## config.mk

```make
export PLATFORM = sky130hd
export DESIGN_NAME = uart_tx
export DESIGN_NICKNAME = d
export VERILOG_FILES = /design/src/rtl/uart_pkg.sv /design/src/rtl/uart_tx_fifo.sv /design/src/rtl/uart_tx.sv
export SDC_FILE = /design/constraint.sdc
export NUM_CORES = 1
export LEC_CHECK = 0
export CAP_MARGIN = 30
export CELL_PAD_IN_SITES_DETAIL_PLACEMENT = 0
export CELL_PAD_IN_SITES_GLOBAL_PLACEMENT = 1
export CORE_ASPECT_RATIO = 0.6
export CORE_MARGIN = 2
export CORE_UTILIZATION = 40
export DETAILED_ROUTE_END_ITERATION = 12
export PLACE_DENSITY_LB_ADDON = 0.1
export SLEW_MARGIN = 10
export SYNTH_ARGS = -nofsm -noshare
export SYNTH_HDL_FRONTEND = slang
export SYNTH_SLANG_ARGS = --single-unit
export TNS_END_PERCENT = 30
```

## constraint.sdc

```tcl
create_clock -name clk -period 3.95 [get_ports clk]
set_clock_uncertainty 0.05 [all_clocks]
set_input_delay 0.79 -clock clk [delete_from_list [all_inputs] [get_ports clk]]
set_output_delay 0.79 -clock clk [all_outputs]
set_load 0.02 [all_outputs]
```

## src/rtl/uart_pkg.sv

```systemverilog
// Shared UART definitions used by the transmitter and the receiver.
package uart_pkg;

  // One-bit FSM encoding. Plain constants keep the encoding fixed.
  typedef logic [0:0] state_t;
  localparam state_t IDLE         = 1'b0;
  localparam state_t TRANSMITTING = 1'b1;

  // 50 MHz clock / 19200 baud.
  localparam int BAUD_DIV_DEFAULT = 2604;

  // 8N1: start + 8 data + stop.
  localparam int FRAME_BITS = 10;

  // Frame as it is shifted out LSB first: start(0), data LSB..MSB, stop(1).
  function automatic logic [9:0] frame_of(input logic [7:0] d);
    return {1'b1, d, 1'b0};
  endfunction

endpackage

```

## src/rtl/uart_tx_fifo.sv

```systemverilog
// Byte queue feeding the transmitter. A push while full is dropped even if
// a pop happens on the same edge; a pop while empty is ignored.
module tx_fifo #(
  parameter int DEPTH = 4
) (
  input  logic       clk,
  input  logic       rst_n,
  input  logic       push,
  input  logic       pop,
  input  logic [7:0] din,
  output logic [7:0] dout,
  output logic       empty,
  output logic       full
);

  // DEPTH is a power of 2, so PW-bit pointers wrap modulo DEPTH for free.
  localparam int PW = (DEPTH > 1) ? $clog2(DEPTH) : 1;

  logic [7:0]    mem [DEPTH];
  logic [PW-1:0] wr_ptr, rd_ptr;
  logic [PW:0]   count;
  logic          do_push, do_pop;

  assign do_push = push & ~full;
  assign do_pop  = pop & ~empty;
  assign empty   = (count == '0);
  assign full    = (count == (PW+1)'(DEPTH));
  assign dout    = mem[rd_ptr];

  // Storage carries no reset; only the occupancy state does.
  always_ff @(posedge clk) begin
    if (do_push) mem[wr_ptr] <= din;
  end

  // Pointers and occupancy count; push+pop together leaves count alone.
  always_ff @(posedge clk or negedge rst_n) begin
    if (!rst_n) begin
      wr_ptr <= '0;
      rd_ptr <= '0;
      count  <= '0;
    end else begin
      if (do_push) wr_ptr <= wr_ptr + PW'(1);
      if (do_pop)  rd_ptr <= rd_ptr + PW'(1);
      case ({do_push, do_pop})
        2'b10:   count <= count + (PW+1)'(1);
        2'b01:   count <= count - (PW+1)'(1);
        default: ;
      endcase
    end
  end

endmodule

```

## src/rtl/uart_tx.sv

```systemverilog
// 8N1 UART transmitter with a small input queue. Frames run back to back
// while the queue has data; tx_done flags that everything accepted is out.
module uart_tx
  import uart_pkg::*;
#(
  parameter int BAUD_DIV   = BAUD_DIV_DEFAULT,
  parameter int FIFO_DEPTH = 4
) (
  input  logic       clk,
  input  logic       rst_n,
  input  logic       trmt,
  input  logic [7:0] tx_data,
  output logic       TX,
  output logic       tx_done,
  output logic       full
);

  localparam logic [11:0] BAUD_RELOAD = 12'(BAUD_DIV - 1);
  localparam logic [3:0]  LAST_BIT    = 4'(FRAME_BITS - 1);

  state_t      state, state_nxt;
  logic [9:0]  shreg, shreg_nxt;
  logic [11:0] baud_cnt, baud_nxt;
  logic [3:0]  bit_cnt, bit_nxt;
  logic [7:0]  fifo_dout;
  logic        fifo_empty;
  logic        baud_tick, frame_end, load, push_ok;

  tx_fifo #(.DEPTH(FIFO_DEPTH)) u_fifo (
    .clk   (clk),
    .rst_n (rst_n),
    .push  (trmt),
    .pop   (load),
    .din   (tx_data),
    .dout  (fifo_dout),
    .empty (fifo_empty),
    .full  (full)
  );

  assign push_ok   = trmt & ~full;
  assign baud_tick = (baud_cnt == '0);
  // Stop bit has just completed its full bit period.
  assign frame_end = (state == TRANSMITTING) && baud_tick && (bit_cnt == LAST_BIT);
  // Start a frame from idle, or chain straight into the next one at frame end.
  assign load      = ~fifo_empty && ((state == IDLE) || frame_end);

  // Next-state for the FSM, bit timing and shift register.
  always_comb begin
    state_nxt = state;
    shreg_nxt = shreg;
    baud_nxt  = baud_cnt;
    bit_nxt   = bit_cnt;
    if (state == TRANSMITTING) begin
      if (baud_tick) begin
        shreg_nxt = {1'b1, shreg[9:1]};
        baud_nxt  = BAUD_RELOAD;
        bit_nxt   = bit_cnt + 4'd1;
      end else begin
        baud_nxt  = baud_cnt - 12'd1;
      end
    end
    if (frame_end) state_nxt = IDLE;
    if (load) begin
      state_nxt = TRANSMITTING;
      shreg_nxt = frame_of(fifo_dout);
      baud_nxt  = BAUD_RELOAD;
      bit_nxt   = '0;
    end
  end

  // Control state and registered outputs; TX tracks the shifter LSB.
  always_ff @(posedge clk or negedge rst_n) begin
    if (!rst_n) begin
      state   <= IDLE;
      TX      <= 1'b1;
      tx_done <= 1'b0;
    end else begin
      state <= state_nxt;
      TX    <= (state_nxt == IDLE) ? 1'b1 : shreg_nxt[0];
      // A new byte always wins over the end-of-last-frame flag.
      if (push_ok)                      tx_done <= 1'b0;
      else if (frame_end && fifo_empty) tx_done <= 1'b1;
    end
  end

  // Datapath registers; only meaningful while TRANSMITTING, so no reset.
  always_ff @(posedge clk) begin
    shreg    <= shreg_nxt;
    baud_cnt <= baud_nxt;
    bit_cnt  <= bit_nxt;
  end

endmodule

```

Word-level counts from Yosys, hierarchy flattened
Memory sizes are Yosys's and may differ from the RTL's. Index checks and enable logic that the tools add are counted.

Memory bits (writable): 32. Output and inout bits: 3. Register bits after elaboration: 35. Memories: 1. Word-level logic and storage cells: 51. Input bits: 11.

Memory list: u_fifo.mem (depth 4, width 8, read ports 1, clocked after memory_dff 0, wr ports 1, line uart_tx_fifo.sv:19) `logic [7:0] mem [DEPTH];`.

Reductions and logical operators: 13. Mux-type cells: 12. Eq/ne operators: 4. Add/sub/neg operators: 6. Bitwise logic cells: 5.

Operators with widths (count): 9-bit 2-to-1 mux (3); 12-bit logical NOT (1); 12-bit 2-to-1 mux (1); 12-bit by 1-bit subtractor with 12-bit output, second input constant (1); 2-bit nonzero test (4); 1-bit 2-to-1 mux (7); 3-bit one-hot mux with 2 select lines (1); 2-bit by 1-bit adder with 2-bit output, second input constant (2); 4-bit by 1-bit adder with 4-bit output, second input constant (1); 4-bit equality test, second input constant (1); 1-bit logical AND (4); 2-bit AND reduction (2); 3-bit by 1-bit adder with 3-bit output, second input constant (1); 3-bit equality test, second input constant (1); 3-bit logical NOT (1); 1-bit NOT (3); 3-bit by 1-bit subtractor with 3-bit output, second input constant (1); 1-bit AND (2); 2-bit by 1-bit equality test with 1-bit output, second input constant (1); 2-bit equality test, second input constant (1); 1-bit logical OR (1).

Depth between registers and ports, before layout
Gate-level depths: netlist of run 1.

Depth after elaboration: 8. Depth in mapped cells: 10. Depth with buffers taken out: 10.

Cells and area by module
Synthesis of run 1 repeated with hierarchy kept, for this count alone.

Cell total of the unflattened synthesis: 202. Area total of the unflattened synthesis: 2889.0 µm².

By module, submodules not included: tx_fifo (cells each 79, area each 1592.8 µm², instances 1, sequential area each 1136.1 µm²); uart_tx (cells each 123, area each 1296.2 µm², instances 1, sequential area each 656.9 µm²).

Worst setup path before layout of run 1
Ideal clock, no wire load.

Path kind: register to register. From: reg baud_cnt[0]. To: reg u_fifo.count[1]. Arrival time: 2.704 ns. Path buffers: 0. Cell stages (with the launch flop): 9. Slack: 1.072 ns. Library setup time: 0.125 ns. Clock period less this slack: 2.878 ns. Data required time: 3.775 ns. Cell sequence: dfxtp_1 inv_1 ha_1 or4b_1 or4_4 a21oi_4 ha_1 fa_1 mux2_2.

Cells in the longest elaborated chain, start to end: 8. Elaborated cells between the ends (all ways): 10. Those cells by class: eq/ne: 2; mux: 1; bitwise: 1; reduce/logical: 6.

Ends and longest elaborated chain: from (decl) (line uart_tx.sv:23) `logic [11:0] baud_cnt, baud_nxt;`; from (signal assigned) (line uart_tx.sv:89) `baud_cnt <= baud_nxt;`; 12-bit logical NOT * (line uart_tx.sv:41) `assign baud_tick = (baud_cnt == '0);`; 1-bit logical AND * (2 in a row) (line uart_tx.sv:43) `assign frame_end = (state == TRANSMITTING) && baud_tick && (bit_cnt == LAST_BIT);`; 1-bit logical OR * (line uart_tx.sv:45) `assign load = ~fifo_empty && ((state == IDLE) || frame_end);`; 1-bit logical AND * (line uart_tx.sv:45); 1-bit AND * (line uart_tx_fifo.sv:25) `assign do_pop = pop & ~empty;`; 2-bit by 1-bit equality test with 1-bit output / 2-bit equality test (equally long branches) (line uart_tx_fifo.sv:44) `case ({do_push, do_pop})`; 3-bit one-hot mux with 2 select lines / 2-bit nonzero test (equally long branches); to (signal assigned) (line uart_tx_fifo.sv:45) `2'b10: count <= count + (PW+1)'(1);`; to (signal assigned) (line uart_tx_fifo.sv:46) `2'b01: count <= count - (PW+1)'(1);`; to (decl) (line uart_tx_fifo.sv:21) `logic [PW:0] count;`.

Every way passes the cells marked *; elsewhere a longest branch is shown, timed or not. A chain may end at the register's enable or synchronous reset.

Final worst setup path of run 1
From: reg state. To: reg u_fifo.count[1].

Cells in the longest elaborated chain, start to end: 7. Elaborated cells between the ends (all ways): 10. Those cells by class: eq/ne: 2; mux: 1; bitwise: 2; reduce/logical: 5.

Ends and longest elaborated chain: from (decl) (line uart_tx.sv:21) `state_t state, state_nxt;`; from (signal assigned) (line uart_tx.sv:78) `state <= state_nxt;`; 1-bit logical AND (2 in a row) (line uart_tx.sv:43); 1-bit logical OR * (line uart_tx.sv:45); 1-bit logical AND * (line uart_tx.sv:45); 1-bit AND * (line uart_tx_fifo.sv:25); 2-bit by 1-bit equality test with 1-bit output / 2-bit equality test (equally long branches) (line uart_tx_fifo.sv:44); 3-bit one-hot mux with 2 select lines / 2-bit nonzero test (equally long branches).

Marked as above.

==> impl_summary.md, run 1 <==
Global routing
In the global route stage, overall resource usage came out at 15.3%. After global routing the overflow that remains totals 0. Entering global routing, the biggest net connects 15 pins. The first global-routing pass estimated 9140 um of wire. The number of global-route vias before repair is 1834. The number of antenna violations at the first check in global routing came to 0.

Logic synthesis
The synthesized design contains 40 enable-type register cells. The summed instance area of the synthesized netlist is 0.00288 mm2. The share of synthesized area in the top cell type comes to 41.6%.

The biggest area contributor in the post-synthesis netlist is sky130_fd_sc_hd__edfxtp_1. The warning count from the yosys run is 0. The sequential element share of the synthesized area is 62.2%. The most instantiated flip-flop cell in the synthesis netlist is sky130_fd_sc_hd__edfxtp_1. Counting every instance in the synthesized netlist gives 214. The synthesized area per cell is 13.5 um2. In this run, synthesis produced a sequential element count of 67. The number of library cell types mapped by synthesis is 44. The number of nets handed over by synthesis was 235. For this run, asynchronously set or reset flops after synthesis account for 14.9%.

By area the synthesized netlist is led by sky130_fd_sc_hd__edfxtp_1 42%, sky130_fd_sc_hd__dfxtp_1 12%, sky130_fd_sc_hd__dfrtp_1 7.8%.

Layout
Measured on the finished design, the core utilization comes to 49.3%. The repair_antennas step left the layout with diodes totalling 0. The net count reported at finish is 252. The area added between synthesis and finish is 16.6%. The fraction of final layout cells with drive strength greater than 1 is 11.9%.

Placed design
The count of input and output buffers is 13. The HPWL after detailed placement is 3940 um. Routability-driven placement finished with a final weighted congestion of 0.710.

CTS
The count of H-tree levels built during CTS is 3. The hold buffer count at cts is 0. The number of buffers inserted by post-CTS setup repair is 0. The clock reaches the later pin of the worst-skew pair after 0.32 ns.

The clock passes through at most 2 buffers. The CTS tree is built. Once the clock tree was built, the resizer swapped 0 gates to a different size.

Clock-pin slew was measured on the worst setup and hold paths at 0.05 ns. The root cell of the clock tree is sky130_fd_sc_hd__clkbuf_16. Clock tree synthesis found a total of 67 sinks. The CTS buffer count is 9.

Route
The residual DRC count is 0. The final layout contains routed wiring with a total length of 5550 um. After the first detailed-routing iteration, the DRC count stood at 77. For this block, the via count after detailed routing is 1688. The routed via count divided by cell count is 5.23. After detailed routing, the average wire length per cell comes to 17.2 um.

Before antenna repair, the detailed router went through 4 iterations. The detail route stage leaves a number of antenna-violating nets equal to 0.

Floorplan
The floorplan step set the die width to 114 um. The die boundary height is 69.8 um. The initial core utilization is 42.3%.

The die covers 0.00793 mm2. In this run the count of I/O pins placed on the die edge is 14. After floorplanning, the core was sized to cover 0.00682 mm2.

The floorplan has 23 rows.

Power and ir drop
VDD sags by at most 258 uV. Summing internal, switching and leakage power gives 0.00229 W. The power per unit of standard cell area is 682 mW/mm2. The leakage power is 1.22 nW.

Worst setup path
The startpoint class of the critical path is a flip-flop. Traced cell by cell, the critical path runs through or3b_2 -> or4_4 -> a21oi_4 -> ha_1 -> fa_1 -> mux2_2. STA puts the critical path data arrival time at 3.31 ns. The required time at the endpoint of the critical path is 4.11 ns. For this design, the slowest cell found on the critical path is sky130_fd_sc_hd__dfrtp_1. The kind of capture point of the worst setup path is a flip-flop. On the worst path, the slowest cell contributes a delay of 0.61 ns. The largest delay contributor family on the critical path is simple AND/OR/NAND/NOR gates. The critical setup path kind is flip-flop to flip-flop. The highest fanout seen on the critical path is 13. The total buffers and inverters traversed by the critical path is 0.

STA
In the final timing run, aggregate negative setup slack is 0 ns. The final period utilization is 79.7%. Setup repair after global routing left no endpoint under its margin. The worst pin sits at a relative slew slack of 57.5%. The transition time at the pin with the least slew margin is 0.637 ns. The total count of hold-check failures in the final report is 0. Timing would allow up to 318 MHz. Setup violations remaining at the end of the flow were counted as 0.

The clock period minus worst slack is 3.15 ns. The number of pins with negative max-slew slack in the final report is 0.

Run status
The run finished with clean final reports.

Hold path
The path class of the tightest hold or removal check is flip-flop to flip-flop.

Flow run
The tool flagged a number of max-cap violations equal to 0.
synthesized netlist by cell type, types with 2 or more instances:
cell type,number
sky130_fd_sc_hd__and2_1,5
sky130_fd_sc_hd__ha_1,9
sky130_fd_sc_hd__nor2_1,18
sky130_fd_sc_hd__or3_1,3
sky130_fd_sc_hd__a21oi_1,3
sky130_fd_sc_hd__dfrtp_1,9
sky130_fd_sc_hd__nor4_1,3
sky130_fd_sc_hd__clkbuf_1,5
sky130_fd_sc_hd__mux4_2,8
sky130_fd_sc_hd__dfxtp_1,17
sky130_fd_sc_hd__o21ai_0,8
sky130_fd_sc_hd__nor3_1,6
sky130_fd_sc_hd__nor3b_1,2
sky130_fd_sc_hd__a22oi_1,7
sky130_fd_sc_hd__or4_1,2
sky130_fd_sc_hd__buf_1,2
sky130_fd_sc_hd__inv_1,7
sky130_fd_sc_hd__xor2_1,6
sky130_fd_sc_hd__nand2_1,19
sky130_fd_sc_hd__edfxtp_1,40
sky130_fd_sc_hd__xnor2_1,12
routing by layer:
layer | share of wire, % | up-vias | GRT usage [%]
met3 | 3.3 | 10 | 3.67
met4 | 2.2 | 0 | 7.99
li1 | - | 817 | -
met1 | 49 | 835 | 20.1
met2 | 45 | 26 | 23.5
met5 | 0 | - | 0
report_power, final:
group	switching (W)	total (W)	internal, W	leakage [nW]
Combinational	0.000252	0.000502	0.000250	0.461
Sequential	0.000166	0.00109	0.000928	0.624
Clock	0.000262	0.000696	0.000435	0.131
Total	0.000680	0.00229	0.00161	1.22
final cells by class:
type                       count  area [um2]
fill                         585        3460
sequential                    67        1790
multi-input combinational    132        1030
clock buffer                  12         246
timing repair buffer          14         138
tap                           87         109
inverter                       7        26.3
clock inverter                 4        17.5
cells by family after synthesis:
kind of cell    count (synthesis)  share of synthesized area, %
simple gates                   70                          13.3
xor+xnor                       18                          5.47
flops                          67                          62.2
buf+inv                        15                          2.00
compound gates                 24                          5.47
fa+ha+maj                      10                          4.60
mux                            10                          6.98
layout by cell type, fill, tap and decap left out, types with 2 or more instances in the layout:
cell                              instances
sky130_fd_sc_hd__dfxtp_1                 17
sky130_fd_sc_hd__clkbuf_1                 2
sky130_fd_sc_hd__clkdlybuf4s50_1         13
sky130_fd_sc_hd__edfxtp_1                40
sky130_fd_sc_hd__xnor2_1                 12
sky130_fd_sc_hd__clkinv_2                 2
sky130_fd_sc_hd__nor3_1                   6
sky130_fd_sc_hd__ha_1                     9
sky130_fd_sc_hd__a21oi_1                  3
sky130_fd_sc_hd__a22oi_1                  7
sky130_fd_sc_hd__xor2_1                   6
sky130_fd_sc_hd__or4_1                    2
sky130_fd_sc_hd__clkbuf_16                9
sky130_fd_sc_hd__nor2_1                  18
sky130_fd_sc_hd__or3_1                    3
sky130_fd_sc_hd__and2_1                   5
sky130_fd_sc_hd__inv_1                    7
sky130_fd_sc_hd__nor4_1                   3
sky130_fd_sc_hd__clkinv_1                 2
sky130_fd_sc_hd__nor3b_1                  2
sky130_fd_sc_hd__dfrtp_1                  9
sky130_fd_sc_hd__o21ai_0                  8
sky130_fd_sc_hd__mux4_2                   8
sky130_fd_sc_hd__nand2_1                 19
metrics by stage:
step	std cells	area [um2]	hold WS, ns	setup WS, ns
3_3_place_gp	307	3100	0.427	0.852
6_report	323	3360	0.450	0.801
2_1_floorplan	214	2880	0.408	1.07
3_5_place_dp	307	3100	0.436	0.802
4_1_cts	323	3360	0.455	0.788
5_1_grt	323	3360	0.464	0.640
path summary, 6_finish.rpt:
check                        start              end  slack [ns]  cells past startpoint
max                          state  u_fifo.count[1]        0.80                      6
min                        tx_done          tx_done        0.45                      1
max reg2reg                  state  u_fifo.count[1]        0.80                      6
min reg2reg                tx_done          tx_done        0.45                      1
max in group asynchronous    rst_n               TX        2.75                      1
min in group asynchronous    rst_n  u_fifo.count[0]        0.75                      1
sequential cells by signal (all words and copies together) (netlist names):
register       count
TX                 1
baud_cnt          12
bit_cnt            4
shreg              9
state              1
tx_done            1
u_fifo.count       3
u_fifo.mem        32
u_fifo.rd_ptr      2
u_fifo.wr_ptr      2
(Power assumes the default switching activity.)
==> run 2, diff against run 1 <==
Clock period 3.95 ns to 2.8 ns, I/O delays scaled along.
==> impl_summary.md, run 2 (synthesis gave the netlist of run 1 again) <==
Floorplan
The die boundary height is 69.8 um (unchanged). The initial core utilization is 42.3% (unchanged). The row count is 23 (unchanged). The die outline width is 114 um (unchanged). The die footprint is 0.00793 mm2 (unchanged). The area of the core came to 0.00682 mm2 (unchanged).

The top-level I/O count is 14 (unchanged).

STA
The hold slack is 0.440 ns (was 0.450 ns). The final number of setup-violating endpoints is 0 (unchanged). The number of pins with negative max-slew slack in the final report is 0 (unchanged). Setup repair after global routing missed its margin: true (was false). The transition time at the pin with the least slew margin was 0.684 ns (was 0.637 ns). The final worst setup slack is 0.0839 ns (was 0.801 ns). The fmax is 368 MHz (was 318 MHz). The tightest slew margin relative to the limit is 54.2% (was 57.5%). The clock period minus worst slack is 2.72 ns (was 3.15 ns). The total count of hold-check failures in the final report is 0 (unchanged). The final period utilization came to 97.0% (was 79.7%).

Route
The number of nets still failing antenna checks after routing was 0 (unchanged). The final routed wirelength across all metal layers is 5410 um (was 5550 um). The number of vias in the routed layout came to 1733 (was 1688).

The detailed-route wire length per cell is 16.2 um (was 17.2 um). The number of design-rule violations left by the first detailed-router iteration is 88 (was 77). The residual DRC count came to 0 (unchanged). The routed via count divided by cell count is 5.19 (was 5.23). The number of detailed-route iterations in the first pass is 4 (unchanged).

Global routing
The total grt overflow is 0 (unchanged). The global-route wire length before repair is 9210 um (was 9140 um). The pin count of the biggest net entering global routing is 15 (unchanged).

The number of global-route vias before repair came to 1805 (was 1834). The total track usage was 15.5% (was 15.3%). The number of antenna violations at the first check in global routing is 0 (unchanged).

Power and ir drop
The worst voltage drop across the vdd grid is 413 uV (was 258 uV). The power per unit of standard cell area was 968 mW/mm2 (was 682 mW/mm2). The leakage power is 1.28 nW (was 1.22 nW).

Layout
The number of antenna repair diodes was 0 (unchanged). The fraction of final layout cells with drive strength greater than 1 came to 19.4% (was 11.9%). The post-layout instance count excluding filler cells is 334 (was 323). The final standard cell utilization of the core is 51.2% (was 49.3%). The most common cell after layout, fill and taps aside is sky130_fd_sc_hd__edfxtp_1 (unchanged). The final-layout fill cell count is 582 (was 585). Leading registers by flop count: u_fifo.mem x32, baud_cnt x12, shreg x9 (unchanged). The net count reported at finish is 263 (was 252). Commonest non-fill, non-tap cells in the layout: 40 x sky130_fd_sc_hd__edfxtp_1, 19 x sky130_fd_sc_hd__nand2_1, 18 x sky130_fd_sc_hd__nor2_1, 14 x sky130_fd_sc_hd__dfxtp_1, 13 x sky130_fd_sc_hd__clkdlybuf4s50_1 (was 40 x sky130_fd_sc_hd__edfxtp_1, 19 x sky130_fd_sc_hd__nand2_1, 18 x sky130_fd_sc_hd__nor2_1, 17 x sky130_fd_sc_hd__dfxtp_1, 13 x sky130_fd_sc_hd__clkdlybuf4s50_1).

The number of flip-flops in the largest register is 32 (unchanged). The largest register by flop count is u_fifo.mem (unchanged). The cell area after layout is 0.00349 mm2 (was 0.00336 mm2). The area added between synthesis and finish is 21.0% (was 16.6%).

Worst setup path
The startpoint of the lowest-slack register-to-register path is baud_cnt[0] (was state). The number of cells traversed by the worst register-to-register path came to 8 (was 6). The critical setup path kind is flip-flop to flip-flop (unchanged). The register-to-register path setup slack is 0.08 ns (was 0.80 ns). The end of the worst register-to-register path is u_fifo.count[1] (unchanged). The kind of capture point of the worst setup path is a flip-flop (unchanged). The data arrival at the endpoint of the critical path is 2.87 ns (was 3.31 ns). The required time at the endpoint of the critical path is 2.95 ns (was 4.11 ns). The highest fanout seen on the critical path is 3 (was 13).

The startpoint class of the critical path is a flip-flop (unchanged).

Placed design
The cell count after placement is 315 (was 307). The placed wire-length estimate came to 3850 um (was 3940 um). The count of input and output buffers is 13 (unchanged).

The cell area after placement is 0.00318 mm2 (was 0.00310 mm2). The worst setup slack before clock tree synthesis is -0.000123 ns (was 0.802 ns). The global placer's final weighted congestion is 0.768 (was 0.710).

CTS
The hold buffer count at cts is 0 (unchanged). The count of H-tree levels built during CTS is 3 (unchanged). The root cell of the clock tree was sky130_fd_sc_hd__clkbuf_16 (unchanged). The maximum count of clock buffers along a single path was 2 (unchanged). The CTS clock-pin slew for the worst setup and hold paths is 0.05 ns (about the same). The CTS tree is built (unchanged). The total number of clock tree sinks was 67 (unchanged). The CTS buffer count is 9 (unchanged). The insertion delay to the later sink of the worst-skew pair is 0.32 ns (about the same).

Run status
Run status: finished, final reports clean (unchanged).

Hold path
The worst hold path startpoint is baud_cnt[1] (was tx_done). The hold-critical path endpoint is baud_cnt[1] (was tx_done). The classification of the worst-slack hold path was flip-flop to flip-flop (unchanged). The worst hold path depth came to 2 (was 1).

Flow run
The count of max-cap constraint violations is 0 (unchanged).
==> run 2: worst max path at each step <==
stage | start | slack (ns) | to | cells past startpoint
2_1_floorplan | baud_cnt[0] | 0.03 | u_fifo.count[1] | 8
3_3_place_gp | baud_cnt[0] | 0.07 | u_fifo.count[1] | 8
3_5_place_dp | baud_cnt[0] | -0.0001 | u_fifo.count[1] | 8
4_1_cts | bit_cnt[1] | 0.07 | u_fifo.count[1] | 8
5_1_grt | baud_cnt[1] | -0.009 | u_fifo.count[1] | 8
6_report | baud_cnt[0] | 0.08 | u_fifo.count[1] | 8
==> run 2: timing repair <==
item / in CTS / in global routing
pin swaps: 3 / 4
resized for setup: 1 / 5
setup endpoints to repair: 1 / 1
setup buffers: 1 / 2
==> run 2: worst max-delay path, stage by stage (launching register included) <==
cell,delay [ns]
sky130_fd_sc_hd__dfxtp_2,0.32
sky130_fd_sc_hd__inv_2,0.05
sky130_fd_sc_hd__ha_1,0.13
sky130_fd_sc_hd__or4b_4,0.48
sky130_fd_sc_hd__or4_4,0.56
sky130_fd_sc_hd__a21oi_4,0.18
sky130_fd_sc_hd__ha_4,0.16
sky130_fd_sc_hd__fa_1,0.41
sky130_fd_sc_hd__mux2_2,0.27
==> run 2: final cells by class <==
cell class	instances	area (um2)	area share [%]
Timing Repair Buffer	25	220	6.31
Sequential cell	67	1800	51.5
Clock buffer	11	233	6.67
Tap cell	87	109	3.12
Inverter	7	26.3	0.753
Clock inverter	5	53.8	1.54
Multi-Input combinational cell	132	1050	30.1
==> run 2: power breakdown <==
group | leakage [nW] | switching (W) | internal, W
logic | 0.514 | 0.000393 | 0.000396
clock network | 0.143 | 0.000388 | 0.000686
registers | 0.625 | 0.000202 | 0.00131
==> run 2: through the flow <==
step | total power [W] | TNS (ns)
final | 0.00338 | 0
after global routing | 0.00358 | -0.00869
after CTS | 0.00339 | 0
after detailed placement | 0.00230 | -0.000123
after global placement | 0.00226 | 0
after floorplan | 0.00205 | 0
==> run 2: per-layer routing <==
layer | part of all wire, % | wire, um | vias to the layer above | GRT usage (%)
met1 | 52 | 2830 | 864 | 21.8
met4 | 0.63 | 34 | 0 | 4.61
met5 | 0 | 0 | - | 0
met3 | 3.6 | 195 | 2 | 6.38
met2 | 44 | 2360 | 32 | 22.0
li1 | - | - | 835 | -
==> run 3, diff against run 2 <==
Settings changed: CTS_CLUSTER_DIAMETER from default to 80.
==> results of run 3 <==
The final DEF is identical to that of run 2; final timing and power are the same.
